$ cat src/rtl/pwm_capture.sv
// pwm_capture: measures an asynchronous PWM input and reports its duty as an
// 8-bit ratio floor(256*high/period), raw high/period counts and loss of signal.
// Optional build macro PWM_CAPTURE_FILTER_EN adds a 3-sample glitch filter
// after the synchronizer (input latency 5 cycles instead of 3).

module pwm_capture #(
  parameter int unsigned CNT_W   = 16,
  parameter int unsigned TIMEOUT = 32'h0000_FFFF
) (
  input  logic             clock,
  input  logic             reset,
  input  logic             enable,
  input  logic             pwm_in,
  output logic [7:0]       ratio,
  output logic             ratio_valid,
  output logic [CNT_W-1:0] high_count,
  output logic [CNT_W-1:0] period_count,
  output logic             signal_lost
);

  localparam logic [CNT_W-1:0] TO  = CNT_W'(TIMEOUT);
  localparam logic [CNT_W-1:0] ONE = CNT_W'(1);

  typedef enum logic [1:0] {
    IDLE      = 2'd0,
    WAIT_RISE = 2'd1,
    MEAS_HIGH = 2'd2,
    MEAS_LOW  = 2'd3
  } state_t;

  logic [1:0] sync;
  logic       cur;
  logic       prev;
  logic       rise;
  logic       fall;

  state_t           state, state_nxt;
  logic [CNT_W-1:0] hcnt, hcnt_nxt;
  logic [CNT_W-1:0] pcnt, pcnt_nxt;
  logic             div_busy, div_busy_nxt;
  logic [2:0]       div_iter, div_iter_nxt;
  logic [CNT_W:0]   div_rem, div_rem_nxt;
  logic [CNT_W-1:0] div_den, div_den_nxt;
  logic [CNT_W-1:0] div_hlat, div_hlat_nxt;
  logic [7:0]       div_quot, div_quot_nxt;
  logic [7:0]       ratio_nxt;
  logic             valid_nxt;
  logic [CNT_W-1:0] hc_nxt, pc_nxt;
  logic             lost_nxt;
  logic             meas_tmo;
  logic             period_close;

  logic [CNT_W:0]   rem_sh;
  logic             q_bit;
  logic [CNT_W:0]   rem_step;
  logic [7:0]       quot_step;

  // Two-flop synchronizer followed by the level/edge register
  always_ff @(posedge clock) begin
    if (reset) begin
      sync <= '0;
      prev <= 1'b0;
      rise <= 1'b0;
      fall <= 1'b0;
    end else begin
      sync <= {sync[0], pwm_in};
      prev <= cur;
      rise <= cur & ~prev;
      fall <= ~cur & prev;
    end
  end

`ifdef PWM_CAPTURE_FILTER_EN
  logic [1:0] hist;

  // History of the two previous synced samples
  always_ff @(posedge clock) begin
    if (reset) hist <= '0;
    else       hist <= {hist[0], sync[1]};
  end

  // Level follows the line only after three consecutive equal samples
  always_comb begin
    cur = prev;
    if (sync[1] == hist[0] && sync[1] == hist[1]) cur = sync[1];
  end
`else
  // Unfiltered: every synced transition counts
  always_comb cur = sync[1];
`endif

  // One restoring-division step: shift, trial subtract, emit quotient bit
  always_comb begin
    rem_sh    = div_rem << 1;
    q_bit     = (rem_sh >= {1'b0, div_den});
    rem_step  = q_bit ? (rem_sh - {1'b0, div_den}) : rem_sh;
    quot_step = {div_quot[6:0], q_bit};
  end

  // Next-state: measurement FSM, timeout handling and divider sequencing
  always_comb begin
    state_nxt    = state;
    hcnt_nxt     = hcnt;
    pcnt_nxt     = pcnt;
    div_busy_nxt = div_busy;
    div_iter_nxt = div_iter;
    div_rem_nxt  = div_rem;
    div_den_nxt  = div_den;
    div_hlat_nxt = div_hlat;
    div_quot_nxt = div_quot;
    ratio_nxt    = ratio;
    valid_nxt    = 1'b0;
    hc_nxt       = high_count;
    pc_nxt       = period_count;
    lost_nxt     = signal_lost;
    meas_tmo     = 1'b0;
    period_close = 1'b0;

    // The divider runs to completion regardless of enable
    if (div_busy) begin
      div_rem_nxt  = rem_step;
      div_quot_nxt = quot_step;
      div_iter_nxt = div_iter + 3'd1;
      if (div_iter == 3'd7) begin
        div_busy_nxt = 1'b0;
        ratio_nxt    = quot_step;
        hc_nxt       = div_hlat;
        pc_nxt       = div_den;
        valid_nxt    = 1'b1;
        lost_nxt     = 1'b0;
      end
    end

    if (!enable) begin
      state_nxt = IDLE;
      hcnt_nxt  = '0;
      pcnt_nxt  = '0;
    end else begin
      case (state)
        IDLE: begin
          state_nxt = WAIT_RISE;
          hcnt_nxt  = '0;
          pcnt_nxt  = '0;
        end
        WAIT_RISE: begin
          if (rise) begin
            state_nxt = MEAS_HIGH;
            hcnt_nxt  = ONE;
            pcnt_nxt  = ONE;
          end else if (pcnt == TO) begin
            lost_nxt = 1'b1;
          end else begin
            pcnt_nxt = pcnt + ONE;
          end
        end
        MEAS_HIGH: begin
          if (pcnt == TO) begin
            meas_tmo = 1'b1;
          end else begin
            pcnt_nxt = pcnt + ONE;
            if (fall) state_nxt = MEAS_LOW;
            else      hcnt_nxt  = hcnt + ONE;
          end
        end
        MEAS_LOW: begin
          if (pcnt == TO) begin
            meas_tmo = 1'b1;
          end else if (rise) begin
            period_close = 1'b1;
            state_nxt    = MEAS_HIGH;
            hcnt_nxt     = ONE;
            pcnt_nxt     = ONE;
          end else begin
            pcnt_nxt = pcnt + ONE;
          end
        end
        default: state_nxt = IDLE;
      endcase
    end

    // Period too long: report 0% or 100% from the current line level
    if (meas_tmo) begin
      state_nxt = WAIT_RISE;
      hcnt_nxt  = '0;
      pcnt_nxt  = '0;
      ratio_nxt = prev ? 8'hFF : 8'h00;
      hc_nxt    = '0;
      pc_nxt    = '0;
      valid_nxt = 1'b1;
      lost_nxt  = 1'b1;
    end

    // Hand a closed period to the divider; dropped if it is still busy
    if (period_close && !div_busy) begin
      div_busy_nxt = 1'b1;
      div_iter_nxt = 3'd0;
      div_rem_nxt  = {1'b0, hcnt};
      div_den_nxt  = pcnt;
      div_hlat_nxt = hcnt;
      div_quot_nxt = 8'h00;
    end
  end

  // State, counters, divider and output registers
  always_ff @(posedge clock) begin
    if (reset) begin
      state        <= IDLE;
      hcnt         <= '0;
      pcnt         <= '0;
      div_busy     <= 1'b0;
      div_iter     <= 3'd0;
      div_rem      <= '0;
      div_den      <= '0;
      div_hlat     <= '0;
      div_quot     <= 8'h00;
      ratio        <= 8'h00;
      ratio_valid  <= 1'b0;
      high_count   <= '0;
      period_count <= '0;
      signal_lost  <= 1'b1;
    end else begin
      state        <= state_nxt;
      hcnt         <= hcnt_nxt;
      pcnt         <= pcnt_nxt;
      div_busy     <= div_busy_nxt;
      div_iter     <= div_iter_nxt;
      div_rem      <= div_rem_nxt;
      div_den      <= div_den_nxt;
      div_hlat     <= div_hlat_nxt;
      div_quot     <= div_quot_nxt;
      ratio        <= ratio_nxt;
      ratio_valid  <= valid_nxt;
      high_count   <= hc_nxt;
      period_count <= pc_nxt;
      signal_lost  <= lost_nxt;
    end
  end

endmodule
$ cat config.mk
export PLATFORM = sky130hd
export DESIGN_NAME = pwm_capture
export DESIGN_NICKNAME = d
export VERILOG_FILES = /design/src/rtl/pwm_capture.sv
export SDC_FILE = /design/constraint.sdc
export NUM_CORES = 1
export LEC_CHECK = 0
export BUFFER_PORTS_ARGS = -buffer_cell sky130_fd_sc_hd__buf_2
export CORE_MARGIN = 2
export CORE_UTILIZATION = 50
export DETAILED_ROUTE_END_ITERATION = 8
export PLACE_DENSITY = 0.68
export SYNTH_ARGS = -nofsm -noshare
export SYNTH_HDL_FRONTEND = slang
export SYNTH_SLANG_ARGS = --single-unit
export TNS_END_PERCENT = 50
$ cat constraint.sdc
create_clock -name clock -period 3.12 [get_ports clock]
set_input_delay 0.156 -clock clock [delete_from_list [all_inputs] [get_ports clock]]
set_output_delay 0.156 -clock clock [all_outputs]
set_load 0.02 [all_outputs]
==> flow_metrics.env <==
export IMPL_initial_core_util_pct=50.7
export IMPL_synth_seq_area_share_pct=42.3
export IMPL_crit_end="div_rem[12]$_SDFFE_PP0P_"
export IMPL_syn_cell_area_um2=6630
export IMPL_core_um2=13100
export IMPL_totalWireLength_mm=16.5
export IMPL_cp_max_fo=17
export IMPL_hpwlAfterDp_mm=11.8
export IMPL_synth_commonest_cells="nand2_1, dfxtp_1, a21oi_1"
export IMPL_die_h_um=119
export IMPL_ioPinCount=46
export IMPL_vias=5578
export IMPL_ir_worst_vdd_mv=0.350
export IMPL_setup_worst_path_start_class="flip-flop"
export IMPL_synth_top_cell_area_share_pct=42.3
export IMPL_antenna_found_initial=0
export IMPL_syn_area_per_cell_um2=8.32
export IMPL_cp_startpoint="div_den[12]$_SDFFE_PP0P_"
export IMPL_async_reset_ff_share_pct=0
export IMPL_fmax_mhz=362
export IMPL_die_width_um=119
export IMPL_finalNetCount=850
export IMPL_drt_pass1_iter_count=6
export IMPL_htree_levels=4
export IMPL_min_period_over_period_pct=88.5
export IMPL_fin_skew_ns=0.00714
export IMPL_reg2reg_depth=9
export IMPL_row_count=42
export IMPL_hold_violations=0
export IMPL_drive_gt1_share_pct=14.1
export IMPL_fillers=1198
export IMPL_yosys_top_cells_area="dfxtp_1, nand2_1, a21oi_1"
export IMPL_hold_class="input port to flip-flop"
export IMPL_grt_pass1_wl_mm=26.6
export IMPL_synth_nets=822
export IMPL_ctsResizeCount=0
export IMPL_tns_ns=0
export IMPL_power_density_nw_per_um2=540
export IMPL_rsz0062_at_grt="false"
export IMPL_rrSetupSlack_ns=0.36
export IMPL_yosysWarnings=0
export IMPL_drtIter0Drc=317
export IMPL_outcome="finished, final reports clean"
export IMPL_wire_per_inst_um=16.3
export IMPL_required_ns=3.45
export IMPL_track_usage_pct=24.0
export IMPL_end_kind="flip-flop"
export IMPL_first_global_vias=5305
export IMPL_grt_max_degree=73
export IMPL_clockRootBuffer="clkbuf_16"
export IMPL_portBuffers=45
export IMPL_place_congestion=0.868
export IMPL_reg2reg_from="div_den[12]$_SDFFE_PP0P_"
export IMPL_numCtsBuffers=17
export IMPL_arrival_ns=3.09
export IMPL_vias_per_cell=5.50
export IMPL_hold_ws_ns=0.0290
export IMPL_die_area_um2=14200
export IMPL_p_leak_nw=2.90
export IMPL_clock_latency_ns=0.42
export IMPL_slew_headroom_pct=46.1
export IMPL_setup_viol=0
export IMPL_grt_ovfl_total=0
export IMPL_finalPower_mw=4.08
export IMPL_synth_seq_cells=140
export IMPL_maxSlewViolCount=0
export IMPL_critPathKind="flip-flop to flip-flop"
export IMPL_synth_edf_count=0
export IMPL_cts_tree="done"
export IMPL_cts_hold_buf=1
export IMPL_synth_flop_cell="dfxtp_1"
export IMPL_layout_setup_ws_ns=0.360
export IMPL_post_cts_buffers=0
export IMPL_r2r_end="div_rem[12]$_SDFFE_PP0P_"
export IMPL_seq_area_um2=2800
export IMPL_final_min_clock_period_ns=2.76
export IMPL_multiInputGateArea_um2=3480
export IMPL_synth_cells=797
export IMPL_worst_pin_slew_ns=0.807
export IMPL_clock_path_buffers=2
export IMPL_synth_cell_types=71
export IMPL_route_antenna_remaining_nets=0
export IMPL_preCtsSetupSlack_ns=0.387
export IMPL_cts_sinks=140
export IMPL_yosys_area_top_type="dfxtp_1"
export IMPL_drcViolationCount=0
export IMPL_syn_to_final_growth_pct=14.1
export IMPL_cap_violations=0
export IMPL_yosysMostFrequentCell="nand2_1"
export IMPL_cts_reportedPaths_clkPinSlew_ns=0.06
export IMPL_n_antenna_cell=0
worst min path at each step:
stage,start,to,depth (start not counted),slack (ns)
detailed placement,pwm_in,sync[0]$_SDFF_PP0_,2,0.37
floorplan,pwm_in,sync[0]$_SDFF_PP0_,1,0.28
global placement,pwm_in,sync[0]$_SDFF_PP0_,2,0.38
finish,enable,signal_lost$_SDFF_PP1_,2,0.03
CTS,enable,signal_lost$_SDFF_PP1_,2,0.02
global route,enable,signal_lost$_SDFF_PP1_,2,0.03
registers in the layout, indices dropped and copies added (netlist names), named ones only:
register      cells
div_den          16
div_iter          3
signal_lost       1
div_rem          16
div_quot          7
hcnt             16
pcnt             16
high_count       16
ratio_valid       1
ratio             8
sync              2
rise              1
div_busy          1
prev              1
div_hlat         16
period_count     16
fall              1
state             1
placed cells by master, fill, tap and decap left out, drive strengths merged, types with 2 or more instances in the layout:
master,Yosys,layout
a2111oi,3,3
a211o,2,2
a211oi,9,9
a21o,4,4
a21oi,104,104
a221oi,4,4
a311oi,4,4
a31oi,11,11
and2,2,2
and3,8,8
and4,2,2
buf,22,56
bufinv,0,5
clkbuf,26,19
clkinv,0,2
clkinvlp,0,3
dfxtp,140,140
ha,20,20
inv,21,24
mux2,8,8
mux2i,19,19
nand2,189,189
nand2b,7,7
nand3,29,29
nand3b,4,4
nand4,4,4
nor2,51,51
nor2b,12,12
nor3,13,13
nor3b,2,2
o21a,5,5
o21ai,16,16
o21bai,2,2
o22a,2,2
o22ai,2,2
o31ai,2,2
or3,3,3
or4,3,3
xnor2,9,9
xor2,20,20
per-layer routing:
metal  track usage, %  vias to the layer above  part of all wire [%]  wire, µm
li1                 -                     2793                     -         -
met4             10.3                        0                   2.6       427
met5                0                        -                     0         0
met1             29.5                     2634                    44      7270
met3             5.17                       27                   4.4       721
met2             40.7                      124                    49      8120
stage by stage:
step	area [µm²]	utilization, %	std cells
2_1_floorplan	6630	-	797
3_3_place_gp	6900	52.7	981
3_5_place_dp	6900	52.7	981
4_1_cts	7560	57.8	1014
5_1_grt	7560	57.8	1014
6_report	7560	57.8	1014
where the power goes:
group          internal [mW]  switching [mW]  total [mW]
logic                 0.0130          0.0369      0.0498
clock network           1.45           0.790        2.24
registers               1.79         0.00525        1.80
cells by family (layout without fill, tap and decap cells):
group / after synthesis / count (layout) / share of synthesized area, %
AOI/OAI and AO/OA: 182 / 182 / 17.9
adders and majority gates: 21 / 21 / 4.08
muxes: 27 / 27 / 4.23
xor gates and xnor gates: 29 / 29 / 3.83
buffers and inverters: 69 / 110 / 5.30
and+or+nand+nor: 329 / 329 / 22.4
DFF: 140 / 140 / 42.3
cell type report:
class                   count  share of cell area, %
flip-flops and latches    140                   37.1
clock buffers              19                   5.86
clock inverters            13                   2.81
multi-input cells         588                   46.0
repair buffers             57                   4.37
inverters                  21                   1.04
well taps                 176                   2.91
critical path, stage by stage (launching register included):
cell and delay, ns:
dfxtp_1 0.34, inv_1 0.05, ha_1 0.47, nand2_1 0.09
o21ai_0 0.24, nor2_1 0.11, a21oi_4 0.21, o21a_1 0.66
o21ai_1 0.20, a221oi_2 0.29
(Power assumes the default switching activity.)
